## src/rtl/scan_pkg.sv

```systemverilog
// Shared types and constants for the scan-chain loader.
// Chain layout, CRC polynomial and the bit-serial CRC-8 step used when SCAN_LOADER_CRC_EN is set.
package scan_pkg;

  localparam int MEM_SIZE      = 15;
  localparam int DATA_WIDTH    = 8;
  localparam int BTN_W         = 1;
  localparam int LED_W         = 7;
  localparam int KEY_W         = 16;
  localparam int CHAIN_LEN_DEF = MEM_SIZE * DATA_WIDTH + BTN_W + LED_W + KEY_W;

  localparam int         CRC_W    = 8;
  localparam logic [7:0] CRC_POLY = 8'h07;

  typedef enum logic [1:0] {
    ST_IDLE  = 2'd0,
    ST_SHIFT = 2'd1,
    ST_CHECK = 2'd2,
    ST_DONE  = 2'd3
  } state_t;

  // MSB-first serial CRC: feedback is the outgoing MSB xor the incoming bit.
  function automatic logic [7:0] crc8_step(input logic [7:0] crc, input logic bit_in);
    logic fb;
    fb = crc[7] ^ bit_in;
    return {crc[6:0], 1'b0} ^ (fb ? CRC_POLY : 8'h00);
  endfunction

endpackage

```

## src/rtl/crc8_serial.sv

```systemverilog
// Bit-serial CRC-8 accumulator (init 0x00); clr restarts it, en folds in one bit.
module crc8_serial
  import scan_pkg::*;
(
  input  logic       clk,
  input  logic       rst,
  input  logic       clr,
  input  logic       en,
  input  logic       bit_in,
  output logic [7:0] crc
);

  always_ff @(posedge clk) begin
    if (rst || clr) crc <= 8'h00;
    else if (en)    crc <= crc8_step(crc, bit_in);
  end

endmodule

```

## src/rtl/scan_chain_loader.sv

```systemverilog
// Serial program loader in front of the memory bank scan chain: one chain shift per
// accepted bit, displaced bits returned as readback. Optional CRC trailer check: SCAN_LOADER_CRC_EN.
module scan_chain_loader
  import scan_pkg::*;
#(
  parameter int CHAIN_LEN = CHAIN_LEN_DEF
) (
  input  logic clk,
  input  logic rst,
  input  logic prog_start,
  input  logic prog_data,
  input  logic prog_valid,
  output logic prog_ready,
  output logic chain_scan_enable,
  output logic chain_scan_in,
  input  logic chain_scan_out,
  output logic rb_bit,
  output logic rb_valid,
  output logic cpu_halt,
  output logic busy,
  output logic done,
  output logic error
);

  localparam int CNT_WIDTH = $clog2(CHAIN_LEN + 1);
  localparam int STAGES    = 1;

  state_t                 state, state_nxt;
  logic [CNT_WIDTH-1:0]   cnt;
  logic [STAGES:0]        vld_pipe;
  logic                   accept, shift_acc, check_acc, last_bit, start;

  assign accept    = prog_valid && prog_ready;
  assign shift_acc = accept && (state == ST_SHIFT);
  assign check_acc = accept && (state == ST_CHECK);
  assign last_bit  = (cnt == CNT_WIDTH'(CHAIN_LEN - 1));
  assign start     = prog_start && ((state == ST_IDLE) || (state == ST_DONE));

  always_ff @(posedge clk) begin
    if (rst) state <= ST_IDLE;
    else     state <= state_nxt;
  end

  always_comb begin
    state_nxt = state;
    case (state)
      ST_IDLE:  if (prog_start) state_nxt = ST_SHIFT;
`ifdef SCAN_LOADER_CRC_EN
      ST_SHIFT: if (shift_acc && last_bit) state_nxt = ST_CHECK;
      ST_CHECK: if (check_acc && cnt == CNT_WIDTH'(CRC_W - 1)) state_nxt = ST_DONE;
`else
      ST_SHIFT: if (shift_acc && last_bit) state_nxt = ST_DONE;
`endif
      ST_DONE:  if (prog_start) state_nxt = ST_SHIFT;
      default:  state_nxt = ST_IDLE;
    endcase
  end

  // Ready is masked by rst so a reset cycle can never shift the chain.
  always_comb begin
    prog_ready        = 1'b0;
    busy              = 1'b0;
    cpu_halt          = 1'b0;
    done              = 1'b0;
    chain_scan_enable = 1'b0;
    chain_scan_in     = prog_data;
    case (state)
      ST_SHIFT: begin
        prog_ready        = !rst;
        busy              = 1'b1;
        cpu_halt          = 1'b1;
        chain_scan_enable = shift_acc;
      end
      ST_CHECK: begin
        prog_ready = !rst;
        busy       = 1'b1;
        cpu_halt   = 1'b1;
      end
      ST_DONE: begin
        done     = 1'b1;
        cpu_halt = error;
      end
      default: ;
    endcase
  end

  // Counter doubles as the trailer bit index while in CHECK.
  always_ff @(posedge clk) begin
    if (rst)            cnt <= '0;
    else if (start)     cnt <= '0;
    else if (shift_acc) cnt <= last_bit ? '0 : cnt + 1'b1;
    else if (check_acc) cnt <= cnt + 1'b1;
  end

  assign vld_pipe[0] = shift_acc;
  assign rb_valid    = vld_pipe[STAGES];

  always_ff @(posedge clk) begin
    if (rst) begin
      vld_pipe[STAGES:1] <= '0;
      rb_bit             <= 1'b0;
    end else begin
      vld_pipe[STAGES:1] <= vld_pipe[STAGES-1:0];
      if (shift_acc) rb_bit <= chain_scan_out;
    end
  end

`ifdef SCAN_LOADER_CRC_EN
  logic [7:0] crc, trailer;
  logic       error_q;

  crc8_serial u_crc (
    .clk    (clk),
    .rst    (rst),
    .clr    (start),
    .en     (shift_acc),
    .bit_in (prog_data),
    .crc    (crc)
  );

  always_ff @(posedge clk) begin
    if (rst || start) begin
      trailer <= 8'h00;
      error_q <= 1'b0;
    end else if (check_acc) begin
      trailer <= {trailer[6:0], prog_data};
      if (cnt == CNT_WIDTH'(CRC_W - 1)) error_q <= ({trailer[6:0], prog_data} != crc);
    end
  end

  assign error = error_q;
`else
  assign error = 1'b0;
`endif

endmodule

```

## config.mk

```make
export PLATFORM = sky130hd
export DESIGN_NAME = scan_chain_loader
export DESIGN_NICKNAME = d
export VERILOG_FILES = /design/src/rtl/scan_pkg.sv /design/src/rtl/crc8_serial.sv /design/src/rtl/scan_chain_loader.sv
export SDC_FILE = /design/constraint.sdc
export NUM_CORES = 1
export LEC_CHECK = 0
export CORE_UTILIZATION = 45
export CTS_BUF_LIST = sky130_fd_sc_hd__clkbuf_8
export DETAILED_ROUTE_END_ITERATION = 12
export PLACE_DENSITY = 0.73
export SKIP_LAST_GASP = 1
export SLEW_MARGIN = 0
export SYNTH_ARGS = -nofsm -noshare
export SYNTH_HDL_FRONTEND = slang
export SYNTH_HIERARCHICAL = 1
export SYNTH_SLANG_ARGS = --single-unit
```

## constraint.sdc

```tcl
create_clock -name clk -period 2.55 [get_ports clk]
set_clock_uncertainty 0.2 [all_clocks]
set_input_delay 0.255 -clock clk [delete_from_list [all_inputs] [get_ports clk]]
set_output_delay 0.255 -clock clk [all_outputs]
set_load 0.02 [all_outputs]
```

==> out/metrics.cfg <==
[worst_setup_path]
end_kind = primary output
crit_family = buffers and inverters
ff2ff_path_depth = 7
rr_startpoint = state[0]
cp_max_fo = 4
reg2reg_to = state[0]
worstSetupStartpointType = flip-flop
arrival_ns = 1.84
crit_buf_inv = 3
critPathMaxStageDelay_ns = 0.62
cpMostUsedCell = inv_1
cp_cell_sequence = inv_1, ha_1, inv_1, clkdlybuf4s50_1
worstPathRequired_ns = 2.10
critical_path_class = reg -> out
cpMaxStageDelayCell = clkdlybuf4s50_1
r2r_slack_ns = 0.32
path_depth = 4

[min_path]
hp-class = reg -> reg
min_to = cnt[7]
min_from = cnt[7]
min_path_cells = 2

[clock_tree]
cts_sinks = 12
hold_buffers = 0
cts_root_buf = clkbuf_8
clock_path_buffers = 2
clock_latency_ns = 0.24
cts_buffers = 3
clkTransAtPathRegs_ns = 0.05
h-tree-depth = 1
cts_tree = done

[timing]
fin_crit_sh = 0.901
finalMaxSlewViolations = 0
worst_slack_ns = 0.254
setup_tns_ns = 0
fmax_ghz = 0.435
setup_viol = 0
finalHoldViolCount = 0
layout_min_cycle_time_ns = 2.30
rsz0062_at_grt = false

[power]
ir_drop_uv = 473
powerDensity_nw_per_um2 = 874
power_uw = 727
power.leakage_nw = 0.367

[layout]
utilization = 0.609
fillers = 124
layout.nets = 96
area_growth_pct = 21.4
final_cells = 97
drive_gt1_frac = 0.0976
diodes = 0

[global_route]
grt_pass1_vias = 389
antenna_found_initial = 0
grt_pass1_wl_um = 1610
overflow = 0
grt_max_degree = 10
track_usage = 0.157

[drt]
antenna_left = 0
routed_wl_um = 1140
wire_per_inst_um = 11.8
wl_met1_um = 604
drt_iter0_drc = 7
wl_met3_um = 59
routed.top_layer = met3
first_pass_iters = 4
dr_wl_met2_um = 478
via_per_inst = 5.02
vias = 487
drc_errors = 0

[yosys]
ys.flop_type = dfxtp_1
syn-num-nets = 83
synth_seq_cells = 12
netlist.top_cell.by_area = dfxtp_1
synth_cells = 71
synth_edf_count = 0
syn_area_per_cell_um2 = 9.66
synth-async-reset-ratio = 0
synth_top_area_frac = 0.350
yosys_warnings = 6
synth-seq-area-share = 0.350
syn-cell-area_um2 = 686
synth.area.top_cells = dfxtp_1, ha_1, xor2_1, nor2_1, mux2i_1
ys_types = 29

[floorplan]
core-area_um2 = 1370
pin_count = 15
fp.dieW_um = 41.0
die_h_um = 41.0
die_area_um2 = 1680
row_count = 13
initial_core_util = 0.502

[place]
post-place-cells = 94
place.gp.congestion = 0.814
port_buffers = 11
post-place-ws_ns = 0.250
place_hpwl_um = 848

[flow_run]
drv_cap = 0

[outcome]
status = completed

[where the power goes]
group,switching (mW),internal (mW)
Clock,0.0618,0.103
Sequential,0.0184,0.206
Combinational,0.184,0.154
[stage by stage]
step | hold WS (ns) | instance area, um2
final | 0.304 | 832
after CTS | 0.310 | 832
after detailed placement | 0.300 | 792
after floorplan | 0.202 | 686
after global routing | 0.310 | 832
after global placement | 0.285 | 792
[layout by cell type (no fill, tap or decap), types with 2 or more instances in the layout]
cell | synthesis | layout
dfxtp_1 | 12 | 12
nor2_1 | 11 | 11
clkdlybuf4s50_1 | 0 | 10
xor2_1 | 6 | 6
ha_1 | 6 | 6
inv_1 | 3 | 3
mux2i_1 | 3 | 3
clkbuf_8 | 0 | 3
and2_1 | 2 | 2
nand2b_1 | 2 | 2
and3_1 | 2 | 2
o211ai_1 | 2 | 2
nand3_1 | 2 | 2
buf_4 | 3 | 2
[worst register-to-register path, cell delays in order (launching register included)]
cell       delay [ns]
dfxtp_1          0.37
inv_1            0.10
ha_1             0.38
nor3b_4          0.21
buf_4            0.19
nand4_2          0.12
a2bb2oi_2        0.21
mux2_1           0.33
[per-layer routing]
layer	global-route usage	up-vias
met5	0	-
met2	0.215	10
met3	0.0978	0
li1	-	259
met1	0.198	218
met4	0.0500	0
[synth_stat cells, drive strengths merged, types with 3 or more instances]
master,n
mux2i,3
xor2,6
ha,6
buf,4
nor2,11
inv,3
dfxtp,12
[how the worst max path moves through the flow]
stage                                    to     start  slack [ns]
after floorplan                    state[0]  state[0]        0.43
after global placement    chain_scan_enable       rst        0.29
after detailed placement  chain_scan_enable  state[0]        0.25
after CTS                          cpu_halt  state[0]        0.23
after global routing                   busy  state[0]        0.16
final                              cpu_halt  state[0]        0.25
[state kept, by name, summed over array words and instances, names as in the netlist]
signal,count
rb_bit,1
state,2
cnt,8
rb_valid,1
[what timing repair did]
action                                  4_1_cts  5_1_grt
resized for setup                             1        0
endpoints found under the setup margin        1        0
buffers inserted                              0        0
[layout make-up]
class,instances,area [um2],area share
inverter,3,11.3,0.0135
multi-input combinational,51,397,0.477
sequential,12,240,0.289
tap,15,18.8,0.0226
clock buffer,3,41.3,0.0496
timing repair buffer,13,124,0.149
[cell families after synthesis]
| logic type | count (synthesis) | synth area share |
|---|---|---|
| AND/OR/NAND/NOR | 26 | 0.224 |
| XOR/XNOR | 7 | 0.0894 |
| other | 1 | 0.00547 |
| multiplexers | 4 | 0.0602 |
| adder cells (fa/ha/maj) | 6 | 0.109 |
| AO/OA/AOI/OAI | 7 | 0.0894 |
| buffers and inverters | 8 | 0.0712 |
| flip-flops | 12 | 0.350 |
(Power assumes the default switching activity.)
